==> src/rtl/video_pkg.sv <==
// Shared types and constants for the video test-pattern writer.
package video_pkg;

    typedef enum logic {
        StWrite   = 1'b0,
        StRelease = 1'b1
    } mire_state_e;

    localparam logic [23:0] ColorWhite = 24'hFFFFFF;
    localparam logic [23:0] ColorBlack = 24'h000000;
    localparam logic [3:0]  GridMask   = 4'hF;

endpackage

==> src/rtl/wshb_if.sv <==
// Wishbone classic bus bundle between a write master and the SDRAM controller.
interface wshb_if (
    input logic clk,
    input logic rst
);
    logic        cyc;
    logic        stb;
    logic        we;
    logic [3:0]  sel;
    logic [2:0]  cti;
    logic [1:0]  bte;
    logic [31:0] adr;
    logic [31:0] dat_ms;
    logic        ack;

    modport master (
        input  clk, rst, ack,
        output cyc, stb, we, sel, cti, bte, adr, dat_ms
    );

    modport slave (
        input  clk, rst, cyc, stb, we, sel, cti, bte, adr, dat_ms,
        output ack
    );
endinterface

==> src/rtl/mire_pattern.sv <==
// Grid test-pattern colour: white on every 16th column/row, black elsewhere.
module mire_pattern
    import video_pkg::*;
#(
    parameter int unsigned XW = 10,
    parameter int unsigned YW = 9
) (
    input  logic [XW-1:0] i_x,
    input  logic [YW-1:0] i_y,
    output logic [23:0]   o_rgb
);
    logic w_x_hit;
    logic w_y_hit;

    // Zero-extend so narrow coordinates (fewer than 4 bits) still compare correctly.
    assign w_x_hit = ((32'(i_x) & 32'(GridMask)) == 32'd0);
    assign w_y_hit = ((32'(i_y) & 32'(GridMask)) == 32'd0);
    assign o_rgb   = (w_x_hit || w_y_hit) ? ColorWhite : ColorBlack;

endmodule

==> src/rtl/mire.sv <==
// Test-pattern generator writing an HDISP x VDISP grid into the framebuffer over
// Wishbone, releasing the bus every NWRITE writes.
module mire
    import video_pkg::*;
#(
    parameter int unsigned HDISP  = 800,
    parameter int unsigned VDISP  = 480,
    parameter int unsigned NWRITE = 64
) (
    wshb_if.master wshb_ifm,
    output logic   frame_done
);
    localparam int unsigned XW = $clog2(HDISP);
    localparam int unsigned YW = $clog2(VDISP);
    localparam int unsigned CW = $clog2(NWRITE + 1);

    mire_state_e   r_state;
    mire_state_e   w_state_next;
    logic [XW-1:0] r_x;
    logic [YW-1:0] r_y;
    logic [CW-1:0] r_cnt;
    logic [31:0]   r_adr;
    logic          r_frame_done;

    logic [23:0]   w_rgb;
    logic          w_ack;
    logic          w_x_last;
    logic          w_y_last;
    logic          w_frame_end;
    logic          w_tenure_end;

    // Acks seen while the bus is released do not belong to any write.
    assign w_ack        = wshb_ifm.ack && (r_state == StWrite);
    assign w_x_last     = (r_x == XW'(HDISP - 1));
    assign w_y_last     = (r_y == YW'(VDISP - 1));
    assign w_frame_end  = w_ack && w_x_last && w_y_last;
    assign w_tenure_end = w_ack && (r_cnt == CW'(NWRITE - 1));

    mire_pattern #(
        .XW (XW),
        .YW (YW)
    ) u_pattern (
        .i_x   (r_x),
        .i_y   (r_y),
        .o_rgb (w_rgb)
    );

    always_comb begin
        w_state_next = r_state;
        case (r_state)
            StWrite:   if (w_tenure_end) w_state_next = StRelease;
            StRelease: w_state_next = StWrite;
            default:   w_state_next = StWrite;
        endcase
    end

    always_ff @(posedge wshb_ifm.clk or posedge wshb_ifm.rst) begin
        if (wshb_ifm.rst) begin
            r_state      <= StWrite;
            r_x          <= '0;
            r_y          <= '0;
            r_cnt        <= '0;
            r_adr        <= '0;
            r_frame_done <= 1'b0;
        end else begin
            r_state      <= w_state_next;
            r_frame_done <= w_frame_end;
            if (w_ack) begin
                r_adr <= w_frame_end ? 32'd0 : r_adr + 32'd4;
                r_cnt <= w_tenure_end ? '0 : r_cnt + 1'b1;
                if (w_x_last) begin
                    r_x <= '0;
                    r_y <= w_y_last ? '0 : r_y + 1'b1;
                end else begin
                    r_x <= r_x + 1'b1;
                end
            end
        end
    end

    assign wshb_ifm.cyc    = (r_state == StWrite);
    assign wshb_ifm.stb    = (r_state == StWrite);
    assign wshb_ifm.we     = 1'b1;
    assign wshb_ifm.sel    = 4'b1111;
    assign wshb_ifm.cti    = 3'b000;
    assign wshb_ifm.bte    = 2'b00;
    assign wshb_ifm.adr    = r_adr;
    assign wshb_ifm.dat_ms = {8'h00, w_rgb};
    assign frame_done      = r_frame_done;

endmodule

==> src/flat_wrapper.sv <==
// flat-port wrapper written by rule: the top's interface ports become plain ports
module mire_flat import video_pkg::*;
#(
    parameter int unsigned HDISP  = 800,
    parameter int unsigned VDISP  = 480,
    parameter int unsigned NWRITE = 64
)
  (frame_done, clk, rst, wshb_ifm_ack, wshb_ifm_cyc, wshb_ifm_stb, wshb_ifm_we, wshb_ifm_sel, wshb_ifm_cti, wshb_ifm_bte, wshb_ifm_adr, wshb_ifm_dat_ms);
  wshb_if wshb_ifm_i (.clk(clk), .rst(rst));
  output logic frame_done;
  input wire logic clk;
  input wire logic rst;
  input wire logic [$bits(wshb_ifm_i.ack)-1:0] wshb_ifm_ack;
  output wire logic [$bits(wshb_ifm_i.cyc)-1:0] wshb_ifm_cyc;
  output wire logic [$bits(wshb_ifm_i.stb)-1:0] wshb_ifm_stb;
  output wire logic [$bits(wshb_ifm_i.we)-1:0] wshb_ifm_we;
  output wire logic [$bits(wshb_ifm_i.sel)-1:0] wshb_ifm_sel;
  output wire logic [$bits(wshb_ifm_i.cti)-1:0] wshb_ifm_cti;
  output wire logic [$bits(wshb_ifm_i.bte)-1:0] wshb_ifm_bte;
  output wire logic [$bits(wshb_ifm_i.adr)-1:0] wshb_ifm_adr;
  output wire logic [$bits(wshb_ifm_i.dat_ms)-1:0] wshb_ifm_dat_ms;
  assign wshb_ifm_i.ack = wshb_ifm_ack;
  assign wshb_ifm_cyc = wshb_ifm_i.cyc;
  assign wshb_ifm_stb = wshb_ifm_i.stb;
  assign wshb_ifm_we = wshb_ifm_i.we;
  assign wshb_ifm_sel = wshb_ifm_i.sel;
  assign wshb_ifm_cti = wshb_ifm_i.cti;
  assign wshb_ifm_bte = wshb_ifm_i.bte;
  assign wshb_ifm_adr = wshb_ifm_i.adr;
  assign wshb_ifm_dat_ms = wshb_ifm_i.dat_ms;
  mire #(.HDISP(HDISP), .VDISP(VDISP), .NWRITE(NWRITE)) u_core (.wshb_ifm(wshb_ifm_i), .frame_done(frame_done));
endmodule
==> config.mk <==
export PLATFORM = sky130hd
export DESIGN_NAME = mire_flat
export DESIGN_NICKNAME = d
export VERILOG_FILES = /design/src/rtl/video_pkg.sv /design/src/rtl/wshb_if.sv /design/src/rtl/mire_pattern.sv /design/src/rtl/mire.sv /design/src/flat_wrapper.sv
export SDC_FILE = /design/constraint.sdc
export NUM_CORES = 1
export LEC_CHECK = 0
export CAP_MARGIN = 40
export CORE_MARGIN = 1
export CORE_UTILIZATION = 35
export CTS_CLUSTER_DIAMETER = 100
export DETAILED_ROUTE_END_ITERATION = 10
export GPL_ROUTABILITY_DRIVEN = 0
export GPL_TIMING_DRIVEN = 0
export HOLD_SLACK_MARGIN = 0.12
export PLACE_DENSITY = 0.63
export SLEW_MARGIN = 5
export SYNTH_ARGS = -nofsm -noshare
export SYNTH_HDL_FRONTEND = slang
export SYNTH_HIERARCHICAL = 1
export SYNTH_SLANG_ARGS = --single-unit
==> constraint.sdc <==
create_clock -name clk -period 4 [get_ports clk]
set_input_delay 0.8 -clock clk [delete_from_list [all_inputs] [get_ports clk]]
set_output_delay 0.8 -clock clk [all_outputs]
set_load 0.05 [all_outputs]
==> flow_summary.yaml <==
worst_setup_path:
  cp-start-kind: "flip-flop"
  endpoint_kind: "output port"
  rr_endpoint: "u_core/r_y[7]"
  cp.required_ns: 3.20
  crit_type: "flip-flop to output port"
  worstPathMaxFanout: 21
  reg2regPathDepth: 7
  reg2reg_slack_ns: 1.98
  rr_startpoint: "u_core/r_x[0]"
  critPathArrivalTime_ns: 2.62
sta:
  slew-limit-headroom_pct: 57.3
  fin_crit_ns: 3.42
  max_freq_mhz: 293
  whs_ns: 0.488
  worst_slew_pin_slew_ns: 0.636
  rsz0062_at_grt: "no"
  slew_viol_final: 0
  finalSetupTns_ns: 0
  fin_crit_sh_pct: 85.4
  hold_viol_final: 0
  setup_viol: 0
  setup_slack_ns: 0.584
  fin_skew_ns: 0.0106
pwr:
  power.leakage_nw: 1.91
  p_comb_share_pct: 21.0
  p_per_area_nw_per_um2: 401
  total_power_mw: 1.67
  peakVddDrop_uv: 178
  power_frac_clock_pct: 32.2
  p_seq_share_pct: 46.8
  p_int_mw: 1.09
  p_switching_mw: 0.584
  switching_share_pct: 35.0
synth:
  synthFlopType: "dfrtp_1"
  ys_types: 38
  async_flop_share_pct: 100
  ys.warnings.count: 6
  avgSynthCellArea_um2: 9.74
  synth_edf_count: 0
  yosysSeqAreaShare_pct: 46.6
  synth_seq_cells: 58
  syn_area_um2: 3120
  syn_inst: 320
cells_and_area:
  diodes: 0
  final_common_cell: "clkdlybuf4s50_1"
  drive_above_1_share_pct: 18.3
  nets: 417
  stdcell_count: 523
  final_cell_mix: "clkdlybuf4s50_1, dfrtp_1, nor2_1, buf_4, xor2_1"
  synthToLayoutAreaGrowth_pct: 33.5
  final_util_pct: 47.9
  fin_area_um2: 4160
grt:
  grt_pass1_vias: 2272
  grt_max_degree: 35
  overflow: 0
  antenna_found_initial: 0
  grt_pass1_wl_um: 10500
  grt_use_total_pct: 14.8
worst_hold_path:
  hp-class: "flip-flop to flip-flop"
  holdPathEnd: "u_core/r_y[7]"
  hold_path_depth: 1
  min_from: "u_core/r_y[7]"
floorplan:
  rows: 34
  die_area_um2: 9290
  die_w_um: 96.4
  start_util_pct: 35.9
  coreArea_um2: 8680
  fp.dieH_um: 96.4
  io_pins: 80
routing:
  wire_per_inst_um: 11.9
  drtAntennaViolNets: 0
  drtIter0Drc: 106
  avgViaCountPerCell: 4.62
  drt_pre_antenna_iters: 4
  drc: 0
  wl_um: 6200
  dr_total_vias: 2415
clocking:
  cts_buffers: 9
  clkTransAtPathRegs_ns: 0.07
  cts_tree: "done"
  post_cts_buffers: 0
  htreeDepth: 3
  cts_buffer_depth: 2
  cts_root_buffer: "clkbuf_8"
  ctsHoldBuffers: 0
  cts.sinks: 58
  postCtsResizedCells: 0
  clock_latency_ns: 0.33
place:
  place_ws_ns: 0.920
  port_buffers: 59
  dp.cells: 507
  hpwl_um: 4440
  place_area_um2: 3960
run_status:
  status: "completed"
job:
  drv_cap: 0
[cell type report]
type	count	area [µm²]
Timing Repair Buffer	61	622
Clock inverter	7	76.3
Multi-Input combinational cell	226	1380
Buffer	50	358
Tap cell	108	135
Sequential cell	58	1450
Inverter	4	15.0
Fill cell	830	4520
Clock buffer	9	124
[power by group through the flow]
stage | clock, mW | combinational, mW | sequential [mW]
2_1_floorplan | 0 | 0.186 | 0.849
3_3_place_gp | 0 | 0.343 | 0.784
3_5_place_dp | 0 | 0.353 | 0.793
4_1_cts | 0.556 | 0.354 | 0.782
5_1_grt | 0.590 | 0.386 | 0.795
6_report | 0.537 | 0.350 | 0.782
[registers in the layout, indices dropped and copies added, names as in the netlist]
register and cells:
u_core/r_state 1, u_core/r_cnt 7, u_core/r_y 9, u_core/r_x 10, u_core/frame_done 1, u_core/wshb_ifm.adr 30
[routing by layer]
metal	vias up	GRT usage, %	share of wire (%)	wire length, µm
li1	1200	-	-	-
met1	1129	19.0	46	2880
met2	76	23.7	46	2850
met3	10	3.08	5.7	354
met4	0	7.60	1.8	109
met5	-	0	0	0
[cells by family after synthesis]
logic type | Yosys count | synth area share, %
fa+ha+maj | 4 | 1.61
other cells | 2 | 0.241
simple gates | 140 | 23.3
compound gates | 18 | 3.73
buf+inv | 54 | 12.0
mux | 3 | 1.08
flops | 58 | 46.6
xor+xnor | 41 | 11.5
[Yosys cell counts (4+ instances only)]
master	count	area, µm²
nor2_1	44	165
dfrtp_1	58	1450
xnor2_1	13	114
nand2_1	26	97.6
nor3_1	7	35.0
nand3_1	19	95.1
o21ai_0	7	35.0
ha_1	4	50.1
xor2_1	28	245
buf_4	44	330
and3_1	5	31.3
buf_2	4	20.0
inv_1	4	15.0
nand4_1	21	131
[worst max-delay path by stage]
stage / startpoint / endpoint
global route: u_core/r_y[0] / wshb_ifm_dat_ms[17]
CTS: u_core/r_y[3] / wshb_ifm_dat_ms[12]
floorplan: u_core/r_x[1] / wshb_ifm_dat_ms[10]
detailed placement: u_core/r_y[3] / wshb_ifm_dat_ms[12]
finish: u_core/r_y[3] / wshb_ifm_dat_ms[12]
global placement: u_core/r_x[1] / wshb_ifm_dat_ms[7]
[critical path, stage by stage (launching register included)]
cell and delay [ns]:
dfrtp_1 0.46, or4_1 0.57, o41ai_4 0.11, buf_6 0.23
buf_4 0.12, clkdlybuf4s50_1 0.79
(Power assumes the default switching activity.)
